==> src/rtl/apuf_ctrl_pkg.sv <==
// apuf_ctrl_pkg: shared types and helpers for the arbiter-PUF vote controller.
//   state_e : controller FSM states
//   rotl    : left rotation of the low `width` bits of a value (width < 64)
//   vote_w  : counter width needed to count 0..evals
`timescale 1ns/1ps
package apuf_ctrl_pkg;

  typedef enum logic [2:0] {
    ST_IDLE  = 3'd0,
    ST_ARM   = 3'd1,
    ST_FIRE  = 3'd2,
    ST_RELAX = 3'd3,
    ST_DONE  = 3'd4
  } state_e;

  // Widest challenge the rotation helper supports is ROT_MAX_W-1 bits.
  localparam int unsigned ROT_MAX_W = 64;

  // Rotate the low `width` bits of val left by sh (sh < width); upper bits return 0.
  function automatic logic [63:0] rotl(input logic [63:0] val,
                                       input int unsigned width,
                                       input int unsigned sh);
    logic [63:0] mask;
    logic [63:0] v;
    mask = (64'd1 << width) - 64'd1;
    v    = val & mask;
    return ((v << sh) | (v >> (width - sh))) & mask;
  endfunction

  function automatic int unsigned vote_w(input int unsigned evals);
    return $clog2(evals + 1);
  endfunction

endpackage

==> src/rtl/puf_vote_acc.sv <==
// puf_vote_acc: per-bank vote accumulator, one counter per response bit.
//   clk, rst_n : clock, async active-low reset
//   clr        : zero all counters (new challenge)
//   sample     : add raw bits into counters
//   raw        : raw arbiter outputs of this bank
//   voted      : majority of the accumulated samples
//   unanimous  : 1 where every sample agreed (count 0 or EVALS)
`timescale 1ns/1ps
module puf_vote_acc
  import apuf_ctrl_pkg::*;
#(
  parameter int unsigned RW    = 16,
  parameter int unsigned EVALS = 5
) (
  input  logic          clk,
  input  logic          rst_n,
  input  logic          clr,
  input  logic          sample,
  input  logic [RW-1:0] raw,
  output logic [RW-1:0] voted,
  output logic [RW-1:0] unanimous
);

  localparam int unsigned   VW   = vote_w(EVALS);
  localparam logic [VW-1:0] HALF = VW'(EVALS / 2);
  localparam logic [VW-1:0] FULL = VW'(EVALS);

  logic [VW-1:0] cnt_q [RW];
  logic [VW-1:0] cnt_d [RW];

  // Next counter values plus majority/unanimity decode of the current counts.
  always_comb begin
    for (int i = 0; i < RW; i++) begin
      if (clr) begin
        cnt_d[i] = {VW{1'b0}};
      end else if (sample) begin
        cnt_d[i] = cnt_q[i] + VW'(raw[i]);
      end else begin
        cnt_d[i] = cnt_q[i];
      end
      voted[i]     = (cnt_q[i] > HALF);
      unanimous[i] = (cnt_q[i] == {VW{1'b0}}) || (cnt_q[i] == FULL);
    end
  end

  // Counter registers.
  always_ff @(posedge clk or negedge rst_n) begin
    if (!rst_n) begin
      for (int i = 0; i < RW; i++) begin
        cnt_q[i] <= {VW{1'b0}};
      end
    end else begin
      for (int i = 0; i < RW; i++) begin
        cnt_q[i] <= cnt_d[i];
      end
    end
  end

endmodule

==> src/rtl/apuf_vote_ctrl.sv <==
// apuf_vote_ctrl: sequenced multi-bank arbiter-PUF combiner.
//   in_valid/in_ready/in_challenge      : challenge handshake (accepted only in IDLE)
//   puf_pulse                           : shared race pulse, SETTLE high / SETTLE low per eval
//   puf_challenge                       : bank b gets in_challenge rotated left by (b*ROT)%CW
//   puf_raw                             : raw arbiter bits, sampled at end of each pulse-high phase
//   out_valid/out_ready                 : response handshake, held in DONE until accepted
//   out_response                        : XOR over banks of majority-voted bits
//   out_unstable                        : OR over banks of non-unanimous bits
// CW must be below 64 (rotation helper width).
`timescale 1ns/1ps
module apuf_vote_ctrl
  import apuf_ctrl_pkg::*;
#(
  parameter int unsigned CW     = 16,
  parameter int unsigned RW     = 16,
  parameter int unsigned BANKS  = 2,
  parameter int unsigned ROT    = 8,
  parameter int unsigned EVALS  = 5,
  parameter int unsigned SETTLE = 4
) (
  input  logic                clk,
  input  logic                rst_n,
  input  logic                in_valid,
  output logic                in_ready,
  input  logic [CW-1:0]       in_challenge,
  output logic                puf_pulse,
  output logic [BANKS*CW-1:0] puf_challenge,
  input  logic [BANKS*RW-1:0] puf_raw,
  output logic                out_valid,
  input  logic                out_ready,
  output logic [RW-1:0]       out_response,
  output logic [RW-1:0]       out_unstable
);

  localparam int unsigned   EW         = vote_w(EVALS);
  localparam int unsigned   PW         = $clog2(SETTLE + 1);
  localparam logic [EW-1:0] EVAL_LAST  = EW'(EVALS - 1);
  localparam logic [PW-1:0] PHASE_LAST = PW'(SETTLE - 1);

  state_e               state_q, state_d;
  logic [PW-1:0]        phase_q, phase_d;
  logic [EW-1:0]        eval_q, eval_d;
  logic [BANKS*CW-1:0]  chal_q, chal_d;
  logic [RW-1:0]        resp_q, resp_d;
  logic [RW-1:0]        unst_q, unst_d;
  logic                 pulse_q, pulse_d;
  logic                 in_ready_q, in_ready_d;
  logic                 out_valid_q, out_valid_d;

  logic                 clr_s;
  logic                 sample_s;
  logic [BANKS*CW-1:0]  rot_chal_s;
  logic [BANKS-1:0][RW-1:0] voted_s;
  logic [BANKS-1:0][RW-1:0] unan_s;
  logic [RW-1:0]        fold_resp_s;
  logic [RW-1:0]        fold_unst_s;

  for (genvar b = 0; b < BANKS; b++) begin : g_bank
    localparam int unsigned SH = (b * ROT) % CW;
    logic [63:0] rot_full_s;
    logic        unused_rot_hi_s;

    assign rot_full_s                = rotl(64'(in_challenge), CW, SH);
    assign rot_chal_s[b*CW +: CW]    = rot_full_s[CW-1:0];
    assign unused_rot_hi_s           = ^rot_full_s[63:CW];

    puf_vote_acc #(
      .RW    (RW),
      .EVALS (EVALS)
    ) u_acc (
      .clk       (clk),
      .rst_n     (rst_n),
      .clr       (clr_s),
      .sample    (sample_s),
      .raw       (puf_raw[b*RW +: RW]),
      .voted     (voted_s[b]),
      .unanimous (unan_s[b])
    );
  end

  // Fold the voted banks into a single response and instability mask.
  always_comb begin
    fold_resp_s = {RW{1'b0}};
    fold_unst_s = {RW{1'b0}};
    for (int b = 0; b < BANKS; b++) begin
      fold_resp_s = fold_resp_s ^ voted_s[b];
      fold_unst_s = fold_unst_s | ~unan_s[b];
    end
  end

  // FSM, phase/eval counters and output-register next-state logic.
  always_comb begin
    state_d  = state_q;
    phase_d  = phase_q;
    eval_d   = eval_q;
    chal_d   = chal_q;
    resp_d   = resp_q;
    unst_d   = unst_q;
    clr_s    = 1'b0;
    sample_s = 1'b0;
    case (state_q)
      ST_IDLE: begin
        if (in_valid) begin
          chal_d  = rot_chal_s;
          eval_d  = {EW{1'b0}};
          phase_d = {PW{1'b0}};
          clr_s   = 1'b1;
          state_d = ST_ARM;
        end else begin
          state_d = ST_IDLE;
        end
      end
      ST_ARM: begin
        phase_d = {PW{1'b0}};
        state_d = ST_FIRE;
      end
      ST_FIRE: begin
        if (phase_q == PHASE_LAST) begin
          phase_d  = {PW{1'b0}};
          sample_s = 1'b1;
          state_d  = ST_RELAX;
        end else begin
          phase_d = phase_q + PW'(1);
        end
      end
      ST_RELAX: begin
        if (phase_q == PHASE_LAST) begin
          phase_d = {PW{1'b0}};
          eval_d  = eval_q + EW'(1);
          if (eval_q == EVAL_LAST) begin
            resp_d  = fold_resp_s;
            unst_d  = fold_unst_s;
            state_d = ST_DONE;
          end else begin
            state_d = ST_FIRE;
          end
        end else begin
          phase_d = phase_q + PW'(1);
        end
      end
      ST_DONE: begin
        if (out_ready) begin
          state_d = ST_IDLE;
        end else begin
          state_d = ST_DONE;
        end
      end
      default: begin
        state_d = ST_IDLE;
      end
    endcase
    // Outputs are registered from the next state so they line up with it.
    pulse_d     = (state_d == ST_FIRE);
    in_ready_d  = (state_d == ST_IDLE);
    out_valid_d = (state_d == ST_DONE);
  end

  // State and output registers.
  always_ff @(posedge clk or negedge rst_n) begin
    if (!rst_n) begin
      state_q     <= ST_IDLE;
      phase_q     <= {PW{1'b0}};
      eval_q      <= {EW{1'b0}};
      chal_q      <= {(BANKS*CW){1'b0}};
      resp_q      <= {RW{1'b0}};
      unst_q      <= {RW{1'b0}};
      pulse_q     <= 1'b0;
      in_ready_q  <= 1'b1;
      out_valid_q <= 1'b0;
    end else begin
      state_q     <= state_d;
      phase_q     <= phase_d;
      eval_q      <= eval_d;
      chal_q      <= chal_d;
      resp_q      <= resp_d;
      unst_q      <= unst_d;
      pulse_q     <= pulse_d;
      in_ready_q  <= in_ready_d;
      out_valid_q <= out_valid_d;
    end
  end

  assign in_ready      = in_ready_q;
  assign puf_pulse     = pulse_q;
  assign puf_challenge = chal_q;
  assign out_valid     = out_valid_q;
  assign out_response  = resp_q;
  assign out_unstable  = unst_q;

endmodule

==> config.mk <==
export PLATFORM = sky130hd
export DESIGN_NAME = apuf_vote_ctrl
export DESIGN_NICKNAME = d
export VERILOG_FILES = /design/src/rtl/apuf_ctrl_pkg.sv /design/src/rtl/puf_vote_acc.sv /design/src/rtl/apuf_vote_ctrl.sv
export SDC_FILE = /design/constraint.sdc
export NUM_CORES = 1
export LEC_CHECK = 0
export BUFFER_PORTS_ARGS = -buffer_cell sky130_fd_sc_hd__buf_2
export CAP_MARGIN = 10
export CORE_ASPECT_RATIO = 2
export CORE_MARGIN = 1
export CORE_UTILIZATION = 42
export DETAILED_ROUTE_END_ITERATION = 16
export PLACE_DENSITY_LB_ADDON = 0.12
export REMOVE_ABC_BUFFERS = 1
export SYNTH_ARGS = -nofsm -noshare
export SYNTH_HDL_FRONTEND = slang
export SYNTH_SLANG_ARGS = --single-unit
==> constraint.sdc <==
create_clock -name clk -period 2.82 [get_ports clk]
set_input_delay 0.141 -clock clk [delete_from_list [all_inputs] [get_ports clk]]
set_output_delay 0.141 -clock clk [all_outputs]
set_load 0.02 [all_outputs]
== After elaboration in Yosys (flattened, before gate mapping) ==
Cells that the tools add are included.

* Bits in registers: 172
* Input port bits: 52
* Output and inout port bits: 67
* Word-level logic and storage cells: 307

* $add $sub $neg: 34
* $lt $le $gt $ge: 32
* Equal/unequal tests: 42
* Multiplexer cells: 79
* Bitwise logic cells: 5
* Reduce and logical (&&, ||, !) cells: 74

{| class="wikitable"
|+ Operator list
! operator !! count
|-
| 2-to-1 mux 3 bit || 71
|-
| == test 3 bit, second input constant || 35
|-
| zero test 3 bit || 34
|-
| adder 3 x 1 -> 3 bit || 32
|-
| greater-than comparator 3 x 2 -> 1 bit, second input constant || 32
|-
| logical OR 1 bit || 32
|-
| NOT 16 bit || 2
|-
| bitwise OR 16 bit || 1
|-
| bitwise OR 16 x 8 -> 16 bit || 1
|-
| XOR 16 bit || 1
|-
| case mux 3 bit (5 select lines) || 1
|-
| == test 3 x 2 -> 1 bit, second input constant || 4
|-
| case mux 3 bit (3 select lines) || 1
|-
| adder 3 x 1 -> 3 bit, second input constant || 2
|-
| case mux 3 bit (2 select lines) || 1
|-
| AND reduction 3 bit || 2
|-
| 2-to-1 mux 1 bit || 5
|-
| inequality test 2 bit, second input constant || 2
|-
| AND reduction 2 bit || 2
|-
| nonzero test 2 bit || 2
|-
| == test 3 x 1 -> 1 bit, second input constant || 1
|-
| nonzero test 3 bit || 1
|-
| OR reduction 2 bit || 1
|}

== Longest topological paths before layout ==
* Depth in word-level cells: 5
* Depth in mapped cells: 8
* Gate-level depth less buffers: 6

== Cells and area by module ==
Synthesis repeated with hierarchy kept, for this count alone.

* Cells, all modules: 716
* Area total of the unflattened synthesis: 8439.3 um^2

{| class="wikitable"
|+ By module, submodules not included
! module !! instances !! cells an instance !! area each (um^2) !! seq. area each (um^2)
|-
| puf_vote_acc || 2 || 252 || 2835.2 || 1201.2
|-
| apuf_vote_ctrl || 1 || 212 || 2768.9 || 1502.7
|}

== Least setup slack after synthesis ==
No wires, ideal clock.

* Kind: reg-to-reg
* Start point: register phase_q[0]
* End point: register g_bank[0].u_acc.cnt_q[11] (netlist name)
* Data arrival time: 1529 ps
* Required time: 2741 ps
* Setup slack: 1212 ps
* Stages on the path, launching flop included: 9
* Buffers on the path: 3
* Cell sequence: dfrtp_1 ha_1 nand2b_1 clkbuf_1 nor3_4 buf_4 buf_6 nand2_1 mux2i_1

* Word-level cells in the longest chain between the ends: 4

{| class="wikitable"
|+ RTL lines
! what !! RTL line !! RTL
|-
| from (decl) || apuf_vote_ctrl.sv:41 || <nowiki>logic [PW-1:0] phase_q, phase_d;</nowiki>
|-
| from (signal assigned) || apuf_vote_ctrl.sv:162 || <nowiki>phase_q <= {PW{1'b0}};</nowiki>
|-
| from (signal assigned) || apuf_vote_ctrl.sv:172 || <nowiki>phase_q <= phase_d;</nowiki>
|-
| == test 3 x 2 -> 1 bit || apuf_vote_ctrl.sv:118 || <nowiki>if (phase_q == PHASE_LAST) begin</nowiki>
|-
| 2-to-1 mux 1 bit || apuf_vote_ctrl.sv:118 ||
|-
| 2-to-1 mux 1 bit || apuf_vote_ctrl.sv:101 || <nowiki>case (state_q)</nowiki>
|-
| nonzero test 2 bit (no line) || -- ||
|-
| to (signal, indexed assignment) || puf_vote_acc.sv:50 || <nowiki>cnt_q[i] <= {VW{1'b0}};</nowiki>
|-
| to (signal, indexed assignment) || puf_vote_acc.sv:54 || <nowiki>cnt_q[i] <= cnt_d[i];</nowiki>
|-
| to (decl) || puf_vote_acc.sv:28 || <nowiki>logic [VW-1:0] cnt_q [RW];</nowiki>
|}

No other way between the ends.
A chain may end at the register's enable or synchronous reset.

== Worst setup path in the final report ==
* Start point: register phase_q[0]
* End point: register g_bank[0].u_acc.cnt_q[20] (netlist name)

The elaborated chain is that of the path after synthesis.

==> metrics.md <==
| Metric | Value |
|---|---|
| Root Buffer | `clkbuf_16` |
| Synth cell types | `29` |
| Die area | `19,190 um^2` |
| Initial core utilization | `0.4290` |
| Drt wl/cell | `13.97 um` |
| Maximum clock path buffer count | `2` |
| Clock-pin slew of the registers on the worst-case setup and hold paths | `0.07 ns` |
| Synth async-reset ratio | `1.000` |
| PwrDens | `877.1 nW/um^2` |
| Post-synth EDFFs | `0` |
| Fin area | `9238 um^2` |
| Pre-CTS setup slack | `0.8341 ns` |
| Area share of the largest cell type after synthesis | `0.4963` |
| HP Class | `input pin to flip-flop` |
| Placer's final routability congestion estimate | `0.7737` |
| First-pass GRT wire length | `26.77 mm` |
| Slew Limit Fails | `0` |
| Met1 wire length | `6.374 mm` |
| Clock Sinks | `156` |
| Critical path endpoint category | `flip-flop` |
| TritonCTS buffer count | `17` |
| Nets | `1,009` |
| Core area | `18,220 um^2` |
| Post-DP Area | `8454 um^2` |
| Metal2 WL | `8.589 mm` |
| Area leader, netlist | `dfrtp_1` |
| Pleak | `4.680 nW` |
| #FFs+latches synth | `156` |
| Hold Fails Final Rpt | `0` |
| Clock Skew | `0.009063 ns` |
| Dominant synthesized flop cell | `dfrtp_1` |
| Buffers on Ports | `118` |
| Worst Tran Pin Value | `0.5998 ns` |
| CP Max Fanout | `160` |
| Final setup vio count | `0` |
| Final Critical Period | `2.045 ns` |
| Layout area overhead | `18.20%` |
| Drt first pass iters | `12` |
| CP Data Required Time | `3.15 ns` |
| Crit path kind | `flip-flop to flip-flop` |
| Maximum VDD drop | `0.4065 mV` |
| Final period utilization | `0.7251` |
| Synth Warn # | `0` |
| Detailed-route DRC error count | `3` |
| Failing checks | `design-rule violations` |
| Total grt overflow | `0` |
| Largest net degree at the start of global routing | `161` |
| Arrival time worst endpoint | `2.37 ns` |
| Rows | `70` |
| Ports | `119` |
| Fmax | `0.4891 GHz` |
| Sequential area share after synthesis | `0.4997` |
| Global Route Usage Sum | `0.1758` |
| Total Routed Length | `15.63 mm` |
| Initial drt markers | `199` |
| Most frequent cell after synthesis | `nand2_1` |
| Setup Buffers After CTS | `0` |
| DR top layer | `met4` |
| Syn avg cell area | `9.930 um^2` |
| Share of cells above drive strength 1 | `0.1916` |
| Max Cap Viol | `0` |
| Synthesized instance count | `787` |
| Startpoint class of the critical path | `flip-flop` |
| Antenna violations before repair | `0` |
| Worst skew pair latency | `0.42 ns` |
| Relative slew slack | `0.6001` |
| Final WS setup | `0.7752 ns` |
| Inserted Diodes | `0` |
| Post-Syn Area | `7815 um^2` |
| H-Tree Depth | `4` |
| Post-synth top cells | `195 x nand2_1, 155 x dfrtp_1, 70 x o21ai_0` |
| Top post-synthesis cells by area | `dfrtp_1 50%, ha_1 11%, nand2_1 9.4%` |
| Via density | `5.064` |
| Overall die width | `98.46 um` |
| RSZ-0062 raised after global routing | `no` |
| Routed vias | `5,667` |
| Die height | `194.9 um` |
| CTS tree | `done` |
| Status | `finished with violations` |
| Met3 wire len | `368 um` |
| Vias in the first global route | `5,755` |
| Post-DP HPWL | `10.24 mm` |
| Antenna viol nets, final | `0` |
through the flow:
step                      instances  total power, mW  hold WS [ns]  setup TNS (ns)  utilization
after CTS                      1119            8.237       0.03185               0       0.5071
after detailed placement       1070            5.805        0.1198               0       0.4641
after global placement         1070            5.663        0.1168               0       0.4641
after floorplan                 731            5.057       -0.1546         -103.15            -
final                          1119            8.102       0.04943               0       0.5071
after global routing           1119            8.735       0.05831               0       0.5071
cell type report:
class / instances / area, um^2
fillers: 1712 / 8980
inverters: 6 / 22.52
repair buffers: 140 / 854.6
clock inverters: 10 / 138.9
multi-input cells: 569 / 3572
well taps: 216 / 270.3
flip-flops and latches: 156 / 3905
clock buffers: 22 / 474.2
report_power, final:
part / internal, mW / switching (mW) / total, mW
Clock: 1.46 / 0.908 / 2.37
Combinational: 0.974 / 1.14 / 2.12
Sequential: 2.93 / 0.684 / 3.61
state kept, by name, summed over array words and instances, names as in the netlist:
name / cells
puf_challenge: 16
in_ready: 1
phase_q: 3
eval_q: 3
puf_pulse: 1
state_q: 3
out_valid: 1
out_unstable: 16
out_response: 16
g_bank.u_acc.cnt_q: 96
cell families (layout without fill, tap and decap cells):
logic type                 Yosys count  after routing  share of synthesized area
adders and majority gates           67             67                     0.1073
muxes                               48             48                    0.06404
DFF                                156            156                     0.4997
AOI/OAI and AO/OA                  142            142                    0.09174
and+or+nand+nor                    263            263                     0.1383
xor gates and xnor gates            49             49                    0.05491
buffers and inverters               62            178                    0.04403
layout by cell type (no fill, tap or decap), types with 3 or more instances in the layout:
cell type,netlist,layout
clkbuf_8,0,3
buf_2,20,117
xnor2_1,17,17
clkbuf_16,0,17
o21ai_0,70,70
bufinv_16,0,3
inv_1,6,6
ha_1,67,67
clkinv_2,0,3
a21oi_1,69,69
mux2_2,16,16
nor4_1,16,16
clkinv_4,0,3
dfrtp_1,155,155
nand2_1,195,195
dlygate4sd3_1,0,17
mux2i_1,32,32
nor3_1,5,5
nor2_1,35,35
xor2_1,32,32
nand3_1,4,4
buf_12,0,4
per-layer routing:
metal  global-route usage  up-vias
li1                     -     2847
met1               0.1908     2713
met2               0.3310       88
met3              0.02841       19
met4              0.07463        0
met5                    0        -
final timing paths:
path	start	to	slack, ns	cells after the start
max	phase_q[0]$_DFFE_PN0P_	g_bank[0].u_acc.cnt_q[20]$_DFFE_PN0P_	0.78	6
min	puf_raw[5]	g_bank[0].u_acc.cnt_q[30]$_DFFE_PN0P_	0.05	4
max reg2reg	phase_q[0]$_DFFE_PN0P_	g_bank[0].u_acc.cnt_q[20]$_DFFE_PN0P_	0.78	6
min reg2reg	phase_q[0]$_DFFE_PN0P_	phase_q[0]$_DFFE_PN0P_	0.48	1
max in group asynchronous	rst_n	in_ready$_DFF_PN1_	1.72	3
min in group asynchronous	rst_n	g_bank[1].u_acc.cnt_q[29]$_DFFE_PN0P_	0.24	2
critical path: stages, from the launching register on:
cell and delay (ns):
dfrtp_1 0.37, ha_1 0.19, nand2b_1 0.25, nor3_4 0.24, buf_12 0.47, nand2_1 0.15
mux2i_1 0.20
what timing repair did:
action | CTS | global route
hold buffers | 17 | 0
endpoints found under the hold margin | 64 | 0
resized for setup | 0 | 0
No activity file was read; power rests on OpenSTA's default activity.
